## src/rtl/alu_bus_pkg.sv

```systemverilog
// Shared ALU data-bus definitions: loader state encoding, bus/word widths, opcode width.
// Imported by the operand loader, its wait timer and the ALU-side result latch.
package alu_bus_pkg;

  localparam int BYTE_W          = 8;
  localparam int WORD_W          = 16;
  localparam int OPW             = 4;
  localparam int TIMEOUT_DEFAULT = 64;
  localparam int TMR_W           = 8;

  typedef enum logic [2:0] {
    ST_IDLE,
    ST_A_HI,
    ST_A_LO,
    ST_B_HI,
    ST_B_LO,
    ST_ISSUE,
    ST_WAIT_ALU
  } ld_state_t;

  function automatic logic is_collecting(input ld_state_t s);
    return (s == ST_A_HI) || (s == ST_A_LO) || (s == ST_B_HI) || (s == ST_B_LO);
  endfunction

endpackage

```

## src/rtl/alu_operand_loader_if.sv

```systemverilog
// Bus between the data-bus driver (master) and the ALU operand loader (slave).
// Carries the byte stream, the transaction controls and the assembled operands.
interface alu_operand_loader_if #(
  parameter int OPW = alu_bus_pkg::OPW
);
  import alu_bus_pkg::*;

  logic              start_load;
  logic              unary;
  logic [OPW-1:0]    opcode_in;
  logic              byte_valid;
  logic [BYTE_W-1:0] data_in;
  logic              abort;
  logic              alu_done;
  logic              byte_ready;
  logic [WORD_W-1:0] operand_a;
  logic [WORD_W-1:0] operand_b;
  logic [OPW-1:0]    opcode_out;
  logic              alu_start;
  logic              grab;
  logic              busy;
  logic              error;

  modport master (
    output start_load, unary, opcode_in, byte_valid, data_in, abort, alu_done,
    input  byte_ready, operand_a, operand_b, opcode_out, alu_start, grab, busy, error
  );

  modport slave (
    input  start_load, unary, opcode_in, byte_valid, data_in, abort, alu_done,
    output byte_ready, operand_a, operand_b, opcode_out, alu_start, grab, busy, error
  );

endinterface

```

## src/rtl/alu_wait_timer.sv

```systemverilog
// WAIT_ALU cycle counter: cleared in ISSUE, counts while enabled, flags the last allowed wait cycle.
// expired is combinational from the count; no backpressure.
module alu_wait_timer
  import alu_bus_pkg::*;
#(
  parameter int TIMEOUT = TIMEOUT_DEFAULT
) (
  input  logic clock,
  input  logic reset,
  input  logic clear,
  input  logic enable,
  output logic expired
);

  // The count reads 0 in the first wait cycle, i.e. one behind the cycles elapsed since
  // alu_start, so the final wait cycle (TIMEOUT-1 cycles after alu_start) sees TIMEOUT-2.
  localparam logic [TMR_W-1:0] LAST = TMR_W'(TIMEOUT - 2);

  logic [TMR_W-1:0] count;

  always_ff @(posedge clock) begin
    if (!reset || clear) begin
      count <= '0;
    end else if (enable) begin
      count <= count + 1'b1;
    end
  end

  assign expired = enable && (count == LAST);

endmodule

```

## src/rtl/alu_operand_loader.sv

```systemverilog
// Assembles two 16-bit ALU operands from high-byte-first bus transfers, launches the ALU, pulses grab on done.
// alu_start one cycle after the last byte, grab one cycle after alu_done; byte_ready throttles the byte stream.
module alu_operand_loader
  import alu_bus_pkg::*;
#(
  parameter int TIMEOUT = TIMEOUT_DEFAULT,
  parameter int OPW     = alu_bus_pkg::OPW
) (
  input logic                 clock,
  input logic                 reset,
  alu_operand_loader_if.slave bus
);

  ld_state_t         state;
  ld_state_t         state_nxt;
  logic              unary_q;
  logic [WORD_W-1:0] opa_q;
  logic [WORD_W-1:0] opb_q;
  logic [OPW-1:0]    opc_q;
  logic              grab_q;
  logic              error_q;
  logic              tmr_clear;
  logic              tmr_en;
  logic              tmr_expired;
  logic              take_byte;
  logic              take_load;

  alu_wait_timer #(
    .TIMEOUT(TIMEOUT)
  ) u_wait_timer (
    .clock  (clock),
    .reset  (reset),
    .clear  (tmr_clear),
    .enable (tmr_en),
    .expired(tmr_expired)
  );

  always_ff @(posedge clock) begin
    if (!reset) begin
      state <= ST_IDLE;
    end else begin
      state <= state_nxt;
    end
  end

  always_comb begin
    state_nxt = state;
    if (bus.abort) begin
      state_nxt = ST_IDLE;
    end else begin
      case (state)
        ST_IDLE:     if (bus.start_load) state_nxt = ST_A_HI;
        ST_A_HI:     if (bus.byte_valid) state_nxt = ST_A_LO;
        ST_A_LO:     if (bus.byte_valid) state_nxt = unary_q ? ST_ISSUE : ST_B_HI;
        ST_B_HI:     if (bus.byte_valid) state_nxt = ST_B_LO;
        ST_B_LO:     if (bus.byte_valid) state_nxt = ST_ISSUE;
        ST_ISSUE:    state_nxt = ST_WAIT_ALU;
        ST_WAIT_ALU: if (bus.alu_done || tmr_expired) state_nxt = ST_IDLE;
        default:     state_nxt = ST_IDLE;
      endcase
    end
  end

  always_comb begin
    bus.byte_ready = is_collecting(state);
    bus.busy       = (state != ST_IDLE);
    bus.alu_start  = (state == ST_ISSUE) && !bus.abort;
    tmr_clear      = (state == ST_ISSUE);
    tmr_en         = (state == ST_WAIT_ALU);
  end

  assign take_byte = is_collecting(state) && bus.byte_valid && !bus.abort;
  assign take_load = (state == ST_IDLE) && bus.start_load && !bus.abort;

  always_ff @(posedge clock) begin
    if (!reset) begin
      unary_q <= 1'b0;
      opa_q   <= '0;
      opb_q   <= '0;
      opc_q   <= '0;
      grab_q  <= 1'b0;
      error_q <= 1'b0;
    end else begin
      grab_q <= (state == ST_WAIT_ALU) && bus.alu_done && !bus.abort;
      if (take_load) begin
        opc_q   <= bus.opcode_in;
        unary_q <= bus.unary;
        opb_q   <= '0;
        error_q <= 1'b0;
      end
      // alu_done on the expiry cycle wins over the timeout
      if ((state == ST_WAIT_ALU) && tmr_expired && !bus.alu_done && !bus.abort) begin
        error_q <= 1'b1;
      end
      if (take_byte) begin
        case (state)
          ST_A_HI: opa_q[WORD_W-1:BYTE_W] <= bus.data_in;
          ST_A_LO: opa_q[BYTE_W-1:0]      <= bus.data_in;
          ST_B_HI: opb_q[WORD_W-1:BYTE_W] <= bus.data_in;
          ST_B_LO: opb_q[BYTE_W-1:0]      <= bus.data_in;
          default: ;
        endcase
      end
    end
  end

  assign bus.operand_a  = opa_q;
  assign bus.operand_b  = opb_q;
  assign bus.opcode_out = opc_q;
  assign bus.grab       = grab_q;
  assign bus.error      = error_q;

endmodule

```

## src/flat_wrapper.sv

```systemverilog
// flat-port wrapper written by rule: the top's interface ports become plain ports
module alu_operand_loader_flat import alu_bus_pkg::*;
#(
  parameter int TIMEOUT = TIMEOUT_DEFAULT,
  parameter int OPW     = alu_bus_pkg::OPW
)
  (clock, reset, bus_start_load, bus_unary, bus_opcode_in, bus_byte_valid, bus_data_in, bus_abort, bus_alu_done, bus_byte_ready, bus_operand_a, bus_operand_b, bus_opcode_out, bus_alu_start, bus_grab, bus_busy, bus_error);
  alu_operand_loader_if #(.OPW(OPW)) bus_i ();
  input logic clock;
  input logic reset;
  input wire logic [$bits(bus_i.start_load)-1:0] bus_start_load;
  input wire logic [$bits(bus_i.unary)-1:0] bus_unary;
  input wire logic [$bits(bus_i.opcode_in)-1:0] bus_opcode_in;
  input wire logic [$bits(bus_i.byte_valid)-1:0] bus_byte_valid;
  input wire logic [$bits(bus_i.data_in)-1:0] bus_data_in;
  input wire logic [$bits(bus_i.abort)-1:0] bus_abort;
  input wire logic [$bits(bus_i.alu_done)-1:0] bus_alu_done;
  output wire logic [$bits(bus_i.byte_ready)-1:0] bus_byte_ready;
  output wire logic [$bits(bus_i.operand_a)-1:0] bus_operand_a;
  output wire logic [$bits(bus_i.operand_b)-1:0] bus_operand_b;
  output wire logic [$bits(bus_i.opcode_out)-1:0] bus_opcode_out;
  output wire logic [$bits(bus_i.alu_start)-1:0] bus_alu_start;
  output wire logic [$bits(bus_i.grab)-1:0] bus_grab;
  output wire logic [$bits(bus_i.busy)-1:0] bus_busy;
  output wire logic [$bits(bus_i.error)-1:0] bus_error;
  assign bus_i.start_load = bus_start_load;
  assign bus_i.unary = bus_unary;
  assign bus_i.opcode_in = bus_opcode_in;
  assign bus_i.byte_valid = bus_byte_valid;
  assign bus_i.data_in = bus_data_in;
  assign bus_i.abort = bus_abort;
  assign bus_i.alu_done = bus_alu_done;
  assign bus_byte_ready = bus_i.byte_ready;
  assign bus_operand_a = bus_i.operand_a;
  assign bus_operand_b = bus_i.operand_b;
  assign bus_opcode_out = bus_i.opcode_out;
  assign bus_alu_start = bus_i.alu_start;
  assign bus_grab = bus_i.grab;
  assign bus_busy = bus_i.busy;
  assign bus_error = bus_i.error;
  alu_operand_loader #(.TIMEOUT(TIMEOUT), .OPW(OPW)) u_core (.clock(clock), .reset(reset), .bus(bus_i));
endmodule
```

## config.mk

```make
export PLATFORM = sky130hd
export DESIGN_NAME = alu_operand_loader_flat
export DESIGN_NICKNAME = d
export VERILOG_FILES = /design/src/rtl/alu_bus_pkg.sv /design/src/rtl/alu_operand_loader_if.sv /design/src/rtl/alu_wait_timer.sv /design/src/rtl/alu_operand_loader.sv /design/src/flat_wrapper.sv
export SDC_FILE = /design/constraint.sdc
export NUM_CORES = 1
export LEC_CHECK = 0
export BUFFER_PORTS_ARGS = -buffer_cell sky130_fd_sc_hd__buf_2
export CAP_MARGIN = 20
export CORE_MARGIN = 1
export CORE_UTILIZATION = 43
export DETAILED_ROUTE_END_ITERATION = 8
export HOLD_SLACK_MARGIN = 0.02
export PLACE_DENSITY = 0.68
export SETUP_SLACK_MARGIN = 0.5
export SLEW_MARGIN = 25
export SYNTH_ARGS = -nofsm -noshare
export SYNTH_HDL_FRONTEND = slang
export SYNTH_HIERARCHICAL = 1
export SYNTH_SLANG_ARGS = --single-unit
```

## constraint.sdc

```tcl
create_clock -name clock -period 2.4 [get_ports clock]
set_clock_uncertainty 0.2 [all_clocks]
set_input_delay 0.24 -clock clock [delete_from_list [all_inputs] [get_ports clock]]
set_output_delay 0.24 -clock clock [all_outputs]
set_load 0.1 [all_outputs]
```

==> impl_metrics.csv, run 1 <==
group,metric,value,unit
run_status,outcome,"finished, final reports clean",
place,place_congestion,0.817,
pwr,p_per_area,547,nW/um^2
die,initial_core_util,45.3,%
drt,num_vias,1993,
timing,fmaxAchievable,528,MHz
global_routing,grt_pass1_vias,1743,
clock_network,cts_buffers,5,
setup_path,cp_slowest_stage_delay,550,ps
clock_network,cts_tree,"done",
final_layout,syn_to_final_growth,31.1,%
pwr,ir_worst_vdd,248,uV
synth,yosysSeqAreaShare,46.2,%
pwr,report.power.total,0.00155,W
global_routing,track_usage,20.1,%
clock_network,cts_max_level,2,
clock_network,cts-root-buf,"clkbuf_8",
synth,syn_inst,246,
timing,drv_slew,0,
drt,avgViaCountPerCell,5.16,
place,placed_area,2530,sq um
global_routing,grt_pass1_wl,8.21,mm
die,die_w,73.0,microns
drt,drtIter0Drc,182,
setup_path,cp_slowest_cell,"or4_4",
timing,setup_tns,0,ps
timing,finalCritPeriodShare,78.9,%
synth,async_reset_ff_share,0,%
die,die_h,73.0,microns
final_layout,final_cell_mix,"buf_2, dfxtp_1, nand2_1",
place,post-place-ws,401,ps
drt,dr.pass1.iters,4,
timing,finalHoldViolCount,0,
final_layout,nets,339,
setup_path,start_kind,"register",
setup_path,worstPathRequired,2390,ps
synth,yosys_most_used_dff,"dfxtp_1",
final_layout,layout_commonest_cell,"buf_2",
clock_network,clk_latency,310,ps
setup_path,crit_fanout,11,
final_layout,drive_above_1_share,28.8,%
synth,ys_types,44,
setup_path,critPathCaptureType,"register",
clock_network,clockBufferDepth,2,
timing,setup_viol,0,
final_layout,n_antenna_cell,0,
timing,rsz0062_at_grt,"yes",
worst_hold_path,hold_path.class,"in2reg",
pwr,cellLeakagePower,1.16,nW
drt,wl_per_cell,13.7,microns
synth,synthesis.area,2170,sq um
flow_run,drv_cap,0,
global_routing,antenna_found_initial,0,
clock_network,cts.sinks,50,
timing,slew_headroom,67.3,%
synth,synth_fp_nets,267,
synth,ys_warn_count,6,
setup_path,crit_path_cell_trace,"buf_4 -> or4_4 -> o22ai_4 -> o22ai_1",
drt,routed_wl,5.30,mm
timing,finalWorstSetupSlack,505,ps
setup_path,path_class,"reg2reg",
final_layout,fin_area,2840,sq um
drt,postRouteAntennaNets,0,
timing,worstMarginPinSlew,494,ps
place,io_buffers,59,
synth,synth-seq-cells,50,
die,core-area,4790,sq um
synth,synth_edf_count,0,
final_layout,final_util,59.4,%
die,design.die.area,5330,sq um
die,rows,25,
clock_network,cts.clk_slew.worst_paths,100,ps
global_routing,grt_max_degree,36,
timing,post-route-min-period,1890,ps
place,hpwl,3.49,mm
synth,synth.avg_cell_area,8.81,sq um
global_routing,gr-total-overflow,0,
die,io_pins,60,
drt,route.detailed.drc,0,
setup_path,crit_arrival,1880,ps
## layout make-up
cell class / instances / area, sq um
inverters: 3 / 11.3
well taps: 67 / 83.8
flip-flops and latches: 50 / 1010
multi-input cells: 175 / 1110
clock inverters: 3 / 23.8
repair buffers: 83 / 538
clock buffers: 5 / 68.8
fillers: 448 / 1940
## path summary, 6_finish.rpt
path / from / end / slack (ps) / cells after the start
setup / recovery: u_core/state[2] / u_core/bus.operand_b[12] / 510 / 4
hold / removal: bus_start_load / u_core/bus.opcode_out[3] / 90 / 3
setup reg to reg: u_core/state[2] / u_core/bus.operand_b[12] / 510 / 4
hold reg to reg: u_core/bus.operand_b[1] / u_core/bus.operand_b[1] / 260 / 2
## report_power, final
part           switching (W)  internal (W)  leakage, nW
clock               0.000296      0.000209       0.0408
combinational       0.000136     0.0000702        0.712
sequential        0.00000687      0.000835        0.405
## cells by family (layout without fill, tap and decap cells)
group	count (synthesis)	count (layout)	share of synthesized area [%]
AO/OA/AOI/OAI	77	77	23.0
AND/OR/NAND/NOR	90	90	22.3
flip-flops	50	50	46.2
XOR/XNOR	5	5	2.02
buffers and inverters	21	94	4.85
multiplexers	1	1	0.462
adder cells (fa/ha/maj)	2	2	1.15
## critical path: cells and delay by family, from the launching register on
kind / cells / cell delay (ps)
flip-flops: 1 / 370
AND/OR/NAND/NOR: 1 / 550
buffers and inverters: 1 / 170
AO/OA/AOI/OAI: 2 / 480
## Yosys cell counts, drive strengths merged (2+ instances only)
library cell / count / area (sq um)
a21boi: 23 / 176
nor2: 6 / 22.5
xnor2: 2 / 17.5
o21ai: 27 / 135
nor3b: 2 / 20.0
xor2: 3 / 26.3
or3: 6 / 37.5
nand2b: 5 / 31.3
nand4: 3 / 25.0
or3b: 2 / 17.5
dfxtp: 50 / 1000
buf: 10 / 63.8
ha: 2 / 25.0
a21oi: 4 / 20.0
o22ai: 17 / 120
nand3: 24 / 120
nand3b: 2 / 15.0
inv: 3 / 11.3
nand2: 29 / 109
clkbuf: 8 / 30.0
nor2b: 3 / 18.8
## per-layer routing
metal	share of wire [%]	GRT usage, %
met5	0	0
met4	0.96	6.32
met3	5.0	4.83
met2	48	32.6
met1	47	26.4
## state kept, by name, indices dropped and copies added (netlist names)
| register | cells |
|---|---|
| u_core/unary_q | 1 |
| u_core/bus.operand_b | 16 |
| u_core/bus.grab | 1 |
| u_core/bus.operand_a | 16 |
| u_core/u_wait_timer/count | 8 |
| u_core/bus.opcode_out | 4 |
| u_core/state | 3 |
| u_core/bus.error | 1 |
## per-stage QoR
stage          hold WS, ps  instances
2_1_floorplan          186        246
3_3_place_gp           242        360
3_5_place_dp           245        360
4_1_cts               78.7        382
5_1_grt               82.8        386
6_report              85.6        386
## repair_timing
action | CTS | global route
setup endpoints to repair | 16 | 8
setup buffers | 0 | 4
resized for setup | 10 | 6
pin swaps | 1 | 3
endpoints found under the hold margin | 17 | 0
hold buffers | 14 | 0
No activity file was read; power rests on OpenSTA's default activity.
==> inputs of run 2 (changes only) <==
Settings changed: ABC_AREA set to 1, PLACE_DENSITY 0.68 to 0.7.
Clock period 2.4 ns to 1.6 ns, I/O delays scaled along.
==> impl_metrics.csv, run 2 <==
group,metric,value,unit
place,place_congestion,0.772,
clock_network,cts_max_level,2,
timing,rsz0062_at_grt,"yes",
pwr,clkPwrFrac,29.7,%
drt,avgViaCountPerCell,5.86,
synth,synth_fp_nets,311,
global_routing,grt_pass1_wl,11.3,mm
clock_network,cts.sinks,50,
die,rows,25,
synth,synth_edf_count,0,
run_status,outcome,"finished with violations",
global_routing,grt_max_degree,30,
final_layout,syn_to_final_growth,104,%
timing,post-route-min-period,1960,ps
drt,routed_wl,10.8,mm
synth,ys_warn_count,6,
pwr,combPwrFrac,30.8,%
die,design.die.area,5360,sq um
die,core-area,4820,sq um
clock_network,clockBufferDepth,2,
pwr,ir_worst_vdd,626,uV
timing,setup_tns,-4320,ps
clock_network,cts_tree,"done",
synth,yosysTopAreaCell,"dfxtp_1",
pwr,switching_share,34.8,%
timing,drv_slew,0,
clock_network,cts.clk_slew.worst_paths,110,ps
synth,yosysSeqAreaShare,45.9,%
setup_path,reg2reg_from,"u_core/state[0]",
flow_run,drv_cap,0,
timing,worstMarginPinSlew,419,ps
drt,wl_per_cell,22.0,microns
timing,slew_headroom,71.8,%
synth,syn_inst,290,
die,initial_core_util,45.3,%
worst_hold_path,min_from,"bus_abort",
clock_network,cts_buffers,5,
pwr,cellLeakagePower,1.95,nW
final_layout,drive_above_1_share,59.7,%
place,io_buffers,59,
timing,finalHoldViolCount,0,
global_routing,grt_use_met2,52.2,%
global_routing,grt_pass1_vias,2434,
clock_network,clk_latency,300,ps
synth,synth-seq-cells,50,
final_layout,final_cell_mix,"nand2_1, buf_12, nor2_1",
setup_path,worstPathRequired,1580,ps
synth,synthesis.area,2180,sq um
timing,fmaxAchievable,510,MHz
synth,async_reset_ff_share,0,%
synth,synthTopCellsByArea,"dfxtp_1, nand2_1, nor2_1",
drt,num_vias,2878,
worst_hold_path,hold_path.class,"in2reg",
global_routing,top_usage_layer,"met2",
timing,finalCritPeriodShare,122,%
clock_network,cts-root-buf,"clkbuf_8",
pwr,p_per_area,748,nW/um^2
setup_path,critPathCaptureType,"register",
global_routing,use_met3,5.80,%
pwr,pwr-share-seq,39.5,%
synth,synth_most_common_cell,"nand2_1",
drt,dr.pass1.iters,5,
final_layout,layout_commonest_cell,"nand2_1",
synth,synth_top_cell_area_share,45.9,%
global_routing,antenna_found_initial,0,
synth,yosys_most_used_dff,"dfxtp_1",
synth,synth.avg_cell_area,7.52,sq um
final_layout,nets,444,
global_routing,track_usage,28.1,%
drt,drtIter0Drc,361,
synth,ys_types,31,
synth,synth_common_cells,"nand2_1, dfxtp_1, nor2_1",
pwr,power_switching,0.00116,W
drt,postRouteAntennaNets,0,
place,hpwl,3.69,mm
pwr,p_int,0.00217,W
setup_path,crit_arrival,1940,ps
global_routing,grtUsageMet1,30.4,%
die,die_w,73.2,microns
setup_path,start_kind,"register",
timing,finalWorstSetupSlack,-359,ps
setup_path,crit_fanout,6,
die,die_h,73.2,microns
setup_path,critical_path.startpoint,"u_core/state[0]",
setup_path,path_class,"reg2reg",
global_routing,gr-total-overflow,0,
final_layout,final_util,92.5,%
final_layout,n_antenna_cell,0,
run_status,failed_checks,"setup timing",
drt,route.detailed.drc,0,
timing,setup_viol,42,
die,io_pins,60,
==> run 2: through the flow <==
step / hold WS [ps] / cell area, sq um / power [W] / instances / worst slack [ps]
after floorplan: 106 / 2350 / 0.00185 / 290 / -72.9
after global placement: 198 / 2830 / 0.00200 / 420 / -18.6
after CTS: 1.39 / 3940 / 0.00312 / 468 / -52.7
after global routing: 56.6 / 4460 / 0.00342 / 491 / -404
after detailed placement: 210 / 2830 / 0.00200 / 420 / -83.8
final: 64.0 / 4460 / 0.00333 / 491 / -359
==> run 2: cell families (layout without fill, tap and decap cells) <==
logic type | after synthesis | in the layout | synth area share, %
fa+ha+maj | 2 | 2 | 1.15
compound gates | 52 | 52 | 12.6
xor+xnor | 1 | 1 | 0.401
buf+inv | 37 | 170 | 8.43
simple gates | 148 | 149 | 31.5
flops | 50 | 50 | 45.9
==> run 2: power groups by stage <==
stage / clock (W) / sequential [W] / combinational (W)
floorplan: 0 / 0.00155 / 0.000301
global placement: 0 / 0.00134 / 0.000655
detailed placement: 0 / 0.00134 / 0.000659
CTS: 0.000972 / 0.00132 / 0.000828
global route: 0.00105 / 0.00132 / 0.00105
finish: 0.000990 / 0.00132 / 0.00103
==> run 2: worst paths after layout <==
check | end | slack, ps | cells past startpoint
max | u_core/bus.operand_b[1] | -360 | 8
max reg2reg | u_core/bus.operand_b[1] | -360 | 8
min reg2reg | u_core/bus.operand_a[3] | 310 | 2
min | u_core/bus.error | 60 | 4
==> run 2: per-layer routing <==
layer | wire length, microns | up-vias
met5 | 0 | -
met4 | 754 | 0
met3 | 912 | 85
met2 | 5530 | 234
met1 | 3600 | 1354
li1 | - | 1205
==> run 2: worst max-delay path, cell delays in order, from the launching register on <==
cell and delay, ps:
dfxtp_4 400, buf_12 140, nor2_4 150, nand2_4 80
buf_6 140, nor2_4 210, buf_6 130, a21oi_1 30
nor3_1 340
==> run 2: repair_timing <==
item                       4_1_cts  5_1_grt
hold endpoints to repair        26        0
hold buffers                    16        0
gates cloned                     1        3
buffers inserted                23       20
setup endpoints to repair       91       91
pin swaps                        8       14
resized for setup              171       77
==> run 2: layout make-up <==
class,instances,area (sq um)
clock inverter,2,38.8
multi-input combinational,204,1350
fill,159,362
inverter,28,125
tap,67,83.8
clock buffer,6,82.6
timing repair buffer,134,1680
sequential,50,1090
